===== config.mk =====
export PLATFORM = sky130hd
export DESIGN_NAME = data_bus_arb
export DESIGN_NICKNAME = d
export VERILOG_FILES = /design/src/rtl/data_bus_arb.sv
export SDC_FILE = /design/constraint.sdc
export NUM_CORES = 1
export LEC_CHECK = 0
export CORE_UTILIZATION = 30
export DETAILED_ROUTE_END_ITERATION = 6
export HOLD_SLACK_MARGIN = 0.05
export PLACE_DENSITY = 0.86
export RECOVER_POWER = 25
export SKIP_CTS_REPAIR_TIMING = 1
export SYNTH_ARGS = -nofsm -noshare
export SYNTH_HDL_FRONTEND = slang
export SYNTH_SLANG_ARGS = --single-unit
export TNS_END_PERCENT = 100

===== constraint.sdc =====
create_clock -name clk -period 2 [get_ports clk]
set_clock_uncertainty 0.05 [all_clocks]
set_input_delay 0.2 -clock clk [delete_from_list [all_inputs] [get_ports clk]]
set_output_delay 0.2 -clock clk [all_outputs]
set_load 0.01 [all_outputs]

===== src/rtl/data_bus_arb.sv =====
// Two-master round-robin arbiter for the shared 8-bit data bus: registered grant,
// one transfer at a time, and a slave timeout that completes the transfer with an error ack.
module data_bus_arb #(
  parameter int MSB  = 7,
  parameter int AMSB = 14,
  parameter int TMO  = 7
) (
  input  logic          clk,
  input  logic          rstb,
  input  logic          setb,
  input  logic          m0_req,
  input  logic [AMSB:0] m0_addr,
  input  logic          m0_we,
  input  logic [MSB:0]  m0_wdata,
  output logic          m0_ack,
  output logic          m0_err,
  output logic [MSB:0]  m0_rdata,
  input  logic          m1_req,
  input  logic [AMSB:0] m1_addr,
  input  logic          m1_we,
  input  logic [MSB:0]  m1_wdata,
  output logic          m1_ack,
  output logic          m1_err,
  output logic [MSB:0]  m1_rdata,
  output logic          s_req,
  output logic [AMSB:0] s_addr,
  output logic          s_we,
  output logic [MSB:0]  s_wdata,
  input  logic          s_ack,
  input  logic [MSB:0]  s_rdata,
  output logic          owner,
  output logic          busy
);

  typedef enum logic {IDLE, XFER} state_t;

  state_t       state, state_next;
  logic         gnt, gnt_next;
  logic         last, last_next;
  logic [7:0]   cnt, cnt_next;

  logic         req_g;
  logic         tmo_hit;
  logic         done;
  logic         err;
  logic [MSB:0] rdat;

  always_ff @(posedge clk or negedge rstb) begin
    if (!rstb) begin
      state <= IDLE;
      gnt   <= 1'b0;
      last  <= 1'b1;
      cnt   <= 8'd0;
    end else begin
      state <= state_next;
      gnt   <= gnt_next;
      last  <= last_next;
      cnt   <= cnt_next;
    end
  end

  always_comb begin
    state_next = state;
    gnt_next   = gnt;
    last_next  = last;
    cnt_next   = cnt;
    s_req      = 1'b0;
    s_addr     = '0;
    s_we       = 1'b0;
    s_wdata    = '0;
    done       = 1'b0;
    err        = 1'b0;
    rdat       = '0;
    req_g      = gnt ? m1_req : m0_req;
    tmo_hit    = (cnt == 8'(TMO));

    case (state)
      IDLE: begin
        if (setb && (m0_req || m1_req)) begin
          // Contention goes to whoever did not win last time.
          gnt_next   = (m0_req && m1_req) ? ~last : m1_req;
          last_next  = gnt_next;
          cnt_next   = 8'd0;
          state_next = XFER;
        end
      end
      XFER: begin
        if (!setb || !req_g) begin
          // Disabled or abandoned by the master: abort silently.
          state_next = IDLE;
        end else begin
          s_addr  = gnt ? m1_addr  : m0_addr;
          s_we    = gnt ? m1_we    : m0_we;
          s_wdata = gnt ? m1_wdata : m0_wdata;
          // A late ack in the final cycle still counts as a normal completion.
          s_req   = s_ack || !tmo_hit;
          done    = s_ack || tmo_hit;
          err     = tmo_hit && !s_ack;
          rdat    = s_ack ? s_rdata : '0;
          if (done) state_next = IDLE;
          else      cnt_next   = cnt + 8'd1;
        end
      end
      default: state_next = IDLE;
    endcase

    m0_ack   = done && !gnt;
    m0_err   = err  && !gnt;
    m0_rdata = gnt ? '0 : rdat;
    m1_ack   = done && gnt;
    m1_err   = err  && gnt;
    m1_rdata = gnt ? rdat : '0;
  end

  assign owner = gnt;
  assign busy  = (state == XFER);

endmodule


==> results of run 1 <==
-- layer usage --
metal / vias to the layer above / share of wire [%] / global-route usage (%) / routed length (um)
li1: 762 / - / - / -
met1: 706 / 41 / 25.3 / 1960
met2: 74 / 51 / 41.5 / 2450
met3: 8 / 5.5 / 4.64 / 263
met4: 0 / 2.1 / 7.39 / 99
met5: - / 0 / 0 / 0
-- stage by stage --
stage | utilization [%] | hold slack (ns) | setup TNS (ns) | power [mW] | setup WS, ns
after global placement | 66.1 | 0.433 | -4.72 | 0.840 | -0.143
final | 69.4 | 0.330 | -1.96 | 1.09 | -0.160
after global routing | 69.4 | 0.358 | -3.17 | 1.16 | -0.222
after CTS | 67.4 | 0.265 | -9.80 | 1.09 | -0.466
after detailed placement | 66.1 | 0.443 | -5.83 | 0.851 | -0.188
after floorplan | - | -0.146 | 0 | 0.563 | 0.262
-- logic make-up after synthesis --
| family | after synthesis | synth area share, % |
|---|---|---|
| buffers and inverters | 12 | 5.65 |
| AO/OA/AOI/OAI | 17 | 10.4 |
| adder cells (fa/ha/maj) | 1 | 1.09 |
| multiplexers | 27 | 23.9 |
| flip-flops | 11 | 24.0 |
| AND/OR/NAND/NOR | 75 | 33.4 |
| XOR/XNOR | 2 | 1.52 |
-- power breakdown --
part	total [mW]	switching [mW]	internal, mW
Sequential	0.285	0.0274	0.258
Clock	0.234	0.0962	0.138
Combinational	0.574	0.235	0.339
Total	1.09	0.359	0.735
-- cell type report --
type | count | area [um^2]
Sequential cell | 11 | 277
Timing Repair Buffer | 133 | 1310
Inverter | 4 | 15.0
Fill cell | 292 | 1120
Clock inverter | 1 | 5.00
Clock buffer | 3 | 41.3
Multi-Input combinational cell | 122 | 836
Tap cell | 48 | 60.1
-- state kept, by name, summed over array words and instances, names as in the netlist --
signal	flops
last	1
cnt	8
busy	1
owner	1
-- worst min-delay path by stage --
stage	start	end	depth (start not counted)
3_5_place_dp	last	last	2
2_1_floorplan	rstb	busy	0
4_1_cts	rstb	cnt[2]	1
3_3_place_gp	last	last	2
6_report	rstb	cnt[0]	1
5_1_grt	rstb	cnt[0]	1
-- layout by cell type (no fill, tap or decap), types with 3 or more instances in the layout --
cell type	netlist	layout
o211ai_1	3	3
dfrtp_1	10	10
and3_1	3	3
clkbuf_8	0	3
o21ai_0	5	5
nor2_1	28	28
clkdlybuf4s50_1	0	77
nor3_1	4	4
clkbuf_2	0	6
nand3_1	5	5
inv_1	4	4
dlymetal6s2s_1	0	23
buf_4	0	23
and2_1	17	17
mux2i_1	26	26
nand2_1	10	10
==> run_results.csv, run 1 <==
group,metric,value,unit
yosys,ys_ff_latch,11,
drt,antenna_left,0,
timing,worst_pin_slew,0.793,ns
clocking,cts.path.max_buffers,2,
clocking,cts_tree,"done",
drt,avgViaCountPerCell,4.81,
run_status,outcome,"finished, violations left",
yosys,yosys.area.top_type_share,22.6,%
worst_setup_path,rr_startpoint,"cnt[0]",
clocking,path_clk_slew,0.06,ns
yosys,yosysTopAreaCell,"mux2i_1",
worst_setup_path,timing.rr.end,"cnt[4]",
floorplanning,io-pin-count,109,
drt,post_drt_wl_per_cell,14.8,um
yosys,synth_cell_types,31,
power,leakage,1.50,nW
placement,port_buffers,108,
final_layout,finalNetCount,338,
yosys,synth_cells,145,
worst_setup_path,cp-end-kind,"primary output",
worst_setup_path,cp.depth,5,
floorplanning,start_util,31.5,%
placement,hpwl,3750,um
run_status,violations,"design-rule violations, negative setup slack",
power,powerDensity,430,mW/mm^2
final_layout,drive_above_1_share,16.8,%
worst_setup_path,worstPathRequired,1.75,ns
worst_setup_path,crit_chain,"mux2_4, nand3_4, buf_6, nor2_1, clkdlybuf4s50_1",
global_routing,antenna_found_initial,0,
timing,fmax,463,MHz
drt,drtPass1Iterations,6,
worst_setup_path,reg2reg_setup_slack,0.17,ns
final_layout,synthToLayoutAreaGrowth,121,%
yosys,yosys_warnings,0,
yosys,synth.most_common_cell,"nor2_1",
yosys,postSynthAreaPerCell,7.95,um^2
placement,place_congestion,0.853,
worst_setup_path,cp_slowest_cell,"clkdlybuf4s50_1",
drt,drc_errors,2,
global_routing,grt.total_usage,22.5,%
final_layout,diodes,0,
clocking,clock_latency,0.24,ns
timing,setup_viol,16,
worst_setup_path,slowest_delay,0.51,ns
floorplanning,die_x,64.0,um
yosys,synth-edff-count,0,
yosys,synth_commonest_cells,"nor2_1, mux2i_1, and2_1, dfrtp_1, nand2_1",
worst_setup_path,r2r_cells,7,
timing,hold_violations,0,
worst_setup_path,crit_family,"buffers and inverters",
timing,layout_setup_ws,-0.160,ns
worst_hold_path,hold_path.class,"in2async",
yosys,yosysSeqAreaShare,24.0,%
worst_setup_path,worstPathMaxFanout,23,
global_routing,grt_pass1_wl,7110,um
final_layout,design_area,0.00254,mm^2
placement,dpl.cell_count,315,
yosys,synth-main-ff-cell,"dfrtp_1",
yosys,synth.area.top_cells,"mux2i_1, dfrtp_1, and2_1",
clocking,clock_sinks,11,
drt,drt_iter0_markers,130,
drt,via_count,1550,
power,vdd_drop_max,198,uV
flow_run,max-cap-violations,0,
worst_setup_path,critPathBufInv,2,
yosys,syn-cell-area,0.00115,mm^2
yosys,syn_nets,208,
placement,placed_area,0.00242,mm^2
worst_setup_path,crit_end,"s_wdata[7]",
yosys,synth-async-reset-ratio,100,%
worst_setup_path,start_kind,"flip-flop",
worst_setup_path,crit_start,"owner",
worst_setup_path,worstSetupPathType,"reg2out",
global_routing,grt_start_max_net_pins,33,
floorplanning,core_area,0.00366,mm^2
floorplanning,row_count,22,
floorplanning,die_area,0.00409,mm^2
timing,final.min_clock_period,2.16,ns
final_layout,final_cells,322,
clocking,htreeDepth,1,
global_routing,grt_overflow,0,
worst_setup_path,worstPathArrival,1.91,ns
global_routing,grt_pass1_vias,1436,
timing,rsz0062_at_grt,"yes",
timing,relSlewSlack,46.6,%
clocking,cts_root_buf,"clkbuf_8",
timing,finalCritPeriodShare,108,%
floorplanning,die_h,64.0,um
timing,finalMaxSlewViolations,0,
drt,finalWirelength,4770,um
clocking,cts_buffers,3,
Power figures use the tool's default switching activity.
==> inputs of run 2 (changes only) <==
==> constraint.sdc (replaced) <==
create_clock -name clk -period 2 [get_ports clk]
set_clock_uncertainty 0.05 [all_clocks]
set_input_delay 0.4 -clock clk [delete_from_list [all_inputs] [get_ports clk]]
set_output_delay 0.4 -clock clk [all_outputs]
set_load 0.01 [all_outputs]
==> run_results.csv, run 2 (same netlist as run 1, synthesis figures left out) <==
group,metric,value,unit
worst_setup_path,cp-end-kind,"primary output",
drt,drc_errors,0,
drt,post_drt_wl_per_cell,17.3,um
power,p_total,1.24,mW
timing,rsz0062_at_grt,"yes",
global_routing,grt.total_usage,23.5,%
final_layout,largest_register_ffs,8,
worst_setup_path,crit_chain,"ha_2, nor4bb_1, buf_4, and3_4, buf_6, and3_4, buf_6",
worst_setup_path,worstPathRequired,1.55,ns
power,powerDensity,449,mW/mm^2
placement,port_buffers,108,
worst_setup_path,worstSetupPathType,"reg2out",
drt,via_count,1695,
drt,finalWirelength,5730,um
run_status,violations,"negative setup slack",
clocking,cts.path.max_buffers,2,
power,power_switching,0.418,mW
timing,final.setup.tns,-1.67,ns
timing,finalCritPeriodShare,109,%
floorplanning,start_util,31.5,%
final_layout,final_common_cell,"clkdlybuf4s50_1",
drt,drtPass1Iterations,6,
worst_setup_path,worstPathMaxFanout,2,
worst_setup_path,cp_slowest_cell,"dfrtp_1",
drt,antenna_left,0,
timing,layout_setup_ws,-0.170,ns
final_layout,layout_common_cells,"clkdlybuf4s50_1, buf_4, mux2i_1, buf_6, nor2_1",
timing,hold_violations,0,
power,vdd_drop_max,207,uV
final_layout,top_register,"cnt",
floorplanning,io-pin-count,109,
timing,final.min_clock_period,2.17,ns
final_layout,final_cells,332,
placement,place_congestion,0.836,
timing,fmax,461,MHz
final_layout,design_area,0.00276,mm^2
floorplanning,die_area,0.00409,mm^2
final_layout,drive_above_1_share,37.3,%
power,p_clk_share,18.9,%
floorplanning,die_x,64.0,um
final_layout,finalNetCount,348,
clocking,cts_root_buf,"clkbuf_8",
timing,finalMaxSlewViolations,0,
flow_run,max-cap-violations,0,
placement,placed_area,0.00247,mm^2
placement,hpwl,3900,um
drt,drt_iter0_markers,116,
worst_setup_path,slowest_delay,0.38,ns
drt,avgViaCountPerCell,5.11,
global_routing,grt_pass1_vias,1469,
clocking,path_clk_slew,0.05,ns
global_routing,grt_start_max_net_pins,24,
floorplanning,row_count,22,
placement,dpl.cell_count,321,
worst_setup_path,start_kind,"flip-flop",
floorplanning,core_area,0.00366,mm^2
global_routing,grt_pass1_wl,7440,um
worst_setup_path,worstPathArrival,1.72,ns
timing,worst_pin_slew,0.834,ns
final_layout,synthToLayoutAreaGrowth,139,%
run_status,outcome,"finished, violations left",
clocking,clock_latency,0.25,ns
timing,relSlewSlack,43.8,%
worst_hold_path,hold_path.class,"reg2reg",
worst_setup_path,r2r_cells,8,
power,p_seq_share,22.6,%
timing,setup_viol,29,
final_layout,diodes,0,
global_routing,grt_overflow,0,
power,power.share.combinational,58.5,%
clocking,cts_buffers,3,
final_layout,fin_util,75.3,%
global_routing,antenna_found_initial,0,
clocking,htreeDepth,1,
power,swShare,33.8,%
power,power.internal,0.820,mW
clocking,clock_sinks,11,
floorplanning,die_h,64.0,um
worst_hold_path,whs_path_depth,2,
power,leakage,1.49,nW
clocking,cts_tree,"done",
-- run 2: power groups by stage --
stage | Combinational (mW) | Clock (mW) | Sequential (mW)
3_5_place_dp | 0.596 | 0 | 0.281
6_report | 0.724 | 0.235 | 0.280
2_1_floorplan | 0.270 | 0 | 0.293
5_1_grt | 0.764 | 0.245 | 0.284
4_1_cts | 0.601 | 0.232 | 0.278
3_3_place_gp | 0.584 | 0 | 0.279
-- run 2: worst paths after layout --
path,start,end,slack (ns)
setup reg to reg,cnt[0],cnt[4],0.11
max in group asynchronous,rstb,last,1.01
setup / recovery,cnt[0],m1_err,-0.17
hold reg to reg,last,last,0.48
min in group asynchronous,rstb,cnt[4],0.53
hold / removal,last,last,0.48
-- run 2: worst max-delay path, delay by kind of cell, from the launching register on --
| kind | cells | cell delay (ns) |
|---|---|---|
| simple gates | 3 | 0.56 |
| flops | 1 | 0.38 |
| buf+inv | 3 | 0.35 |
| fa+ha+maj | 1 | 0.19 |
-- run 2: routing by layer --
layer  global-route usage [%]  share of wire [%]
met2                     45.2                 54
met1                     25.5                 37
met3                     3.75                5.3
met4                     8.24                2.9
met5                        0                  0
-- run 2: through the flow --
step	setup slack (ns)	hold WS, ns
finish	-0.170	0.482
global route	-0.199	0.521
CTS	-0.633	0.468
detailed placement	-0.574	0.497
global placement	-0.568	0.438
floorplan	0.0618	0.0544
-- run 2: area by class of cell --
class / count / area [um^2]
timing repair buffer: 143 / 1430
sequential: 11 / 277
inverter: 4 / 15.0
tap: 48 / 60.1
fill: 239 / 906
multi-input combinational: 122 / 927
clock buffer: 4 / 45.0
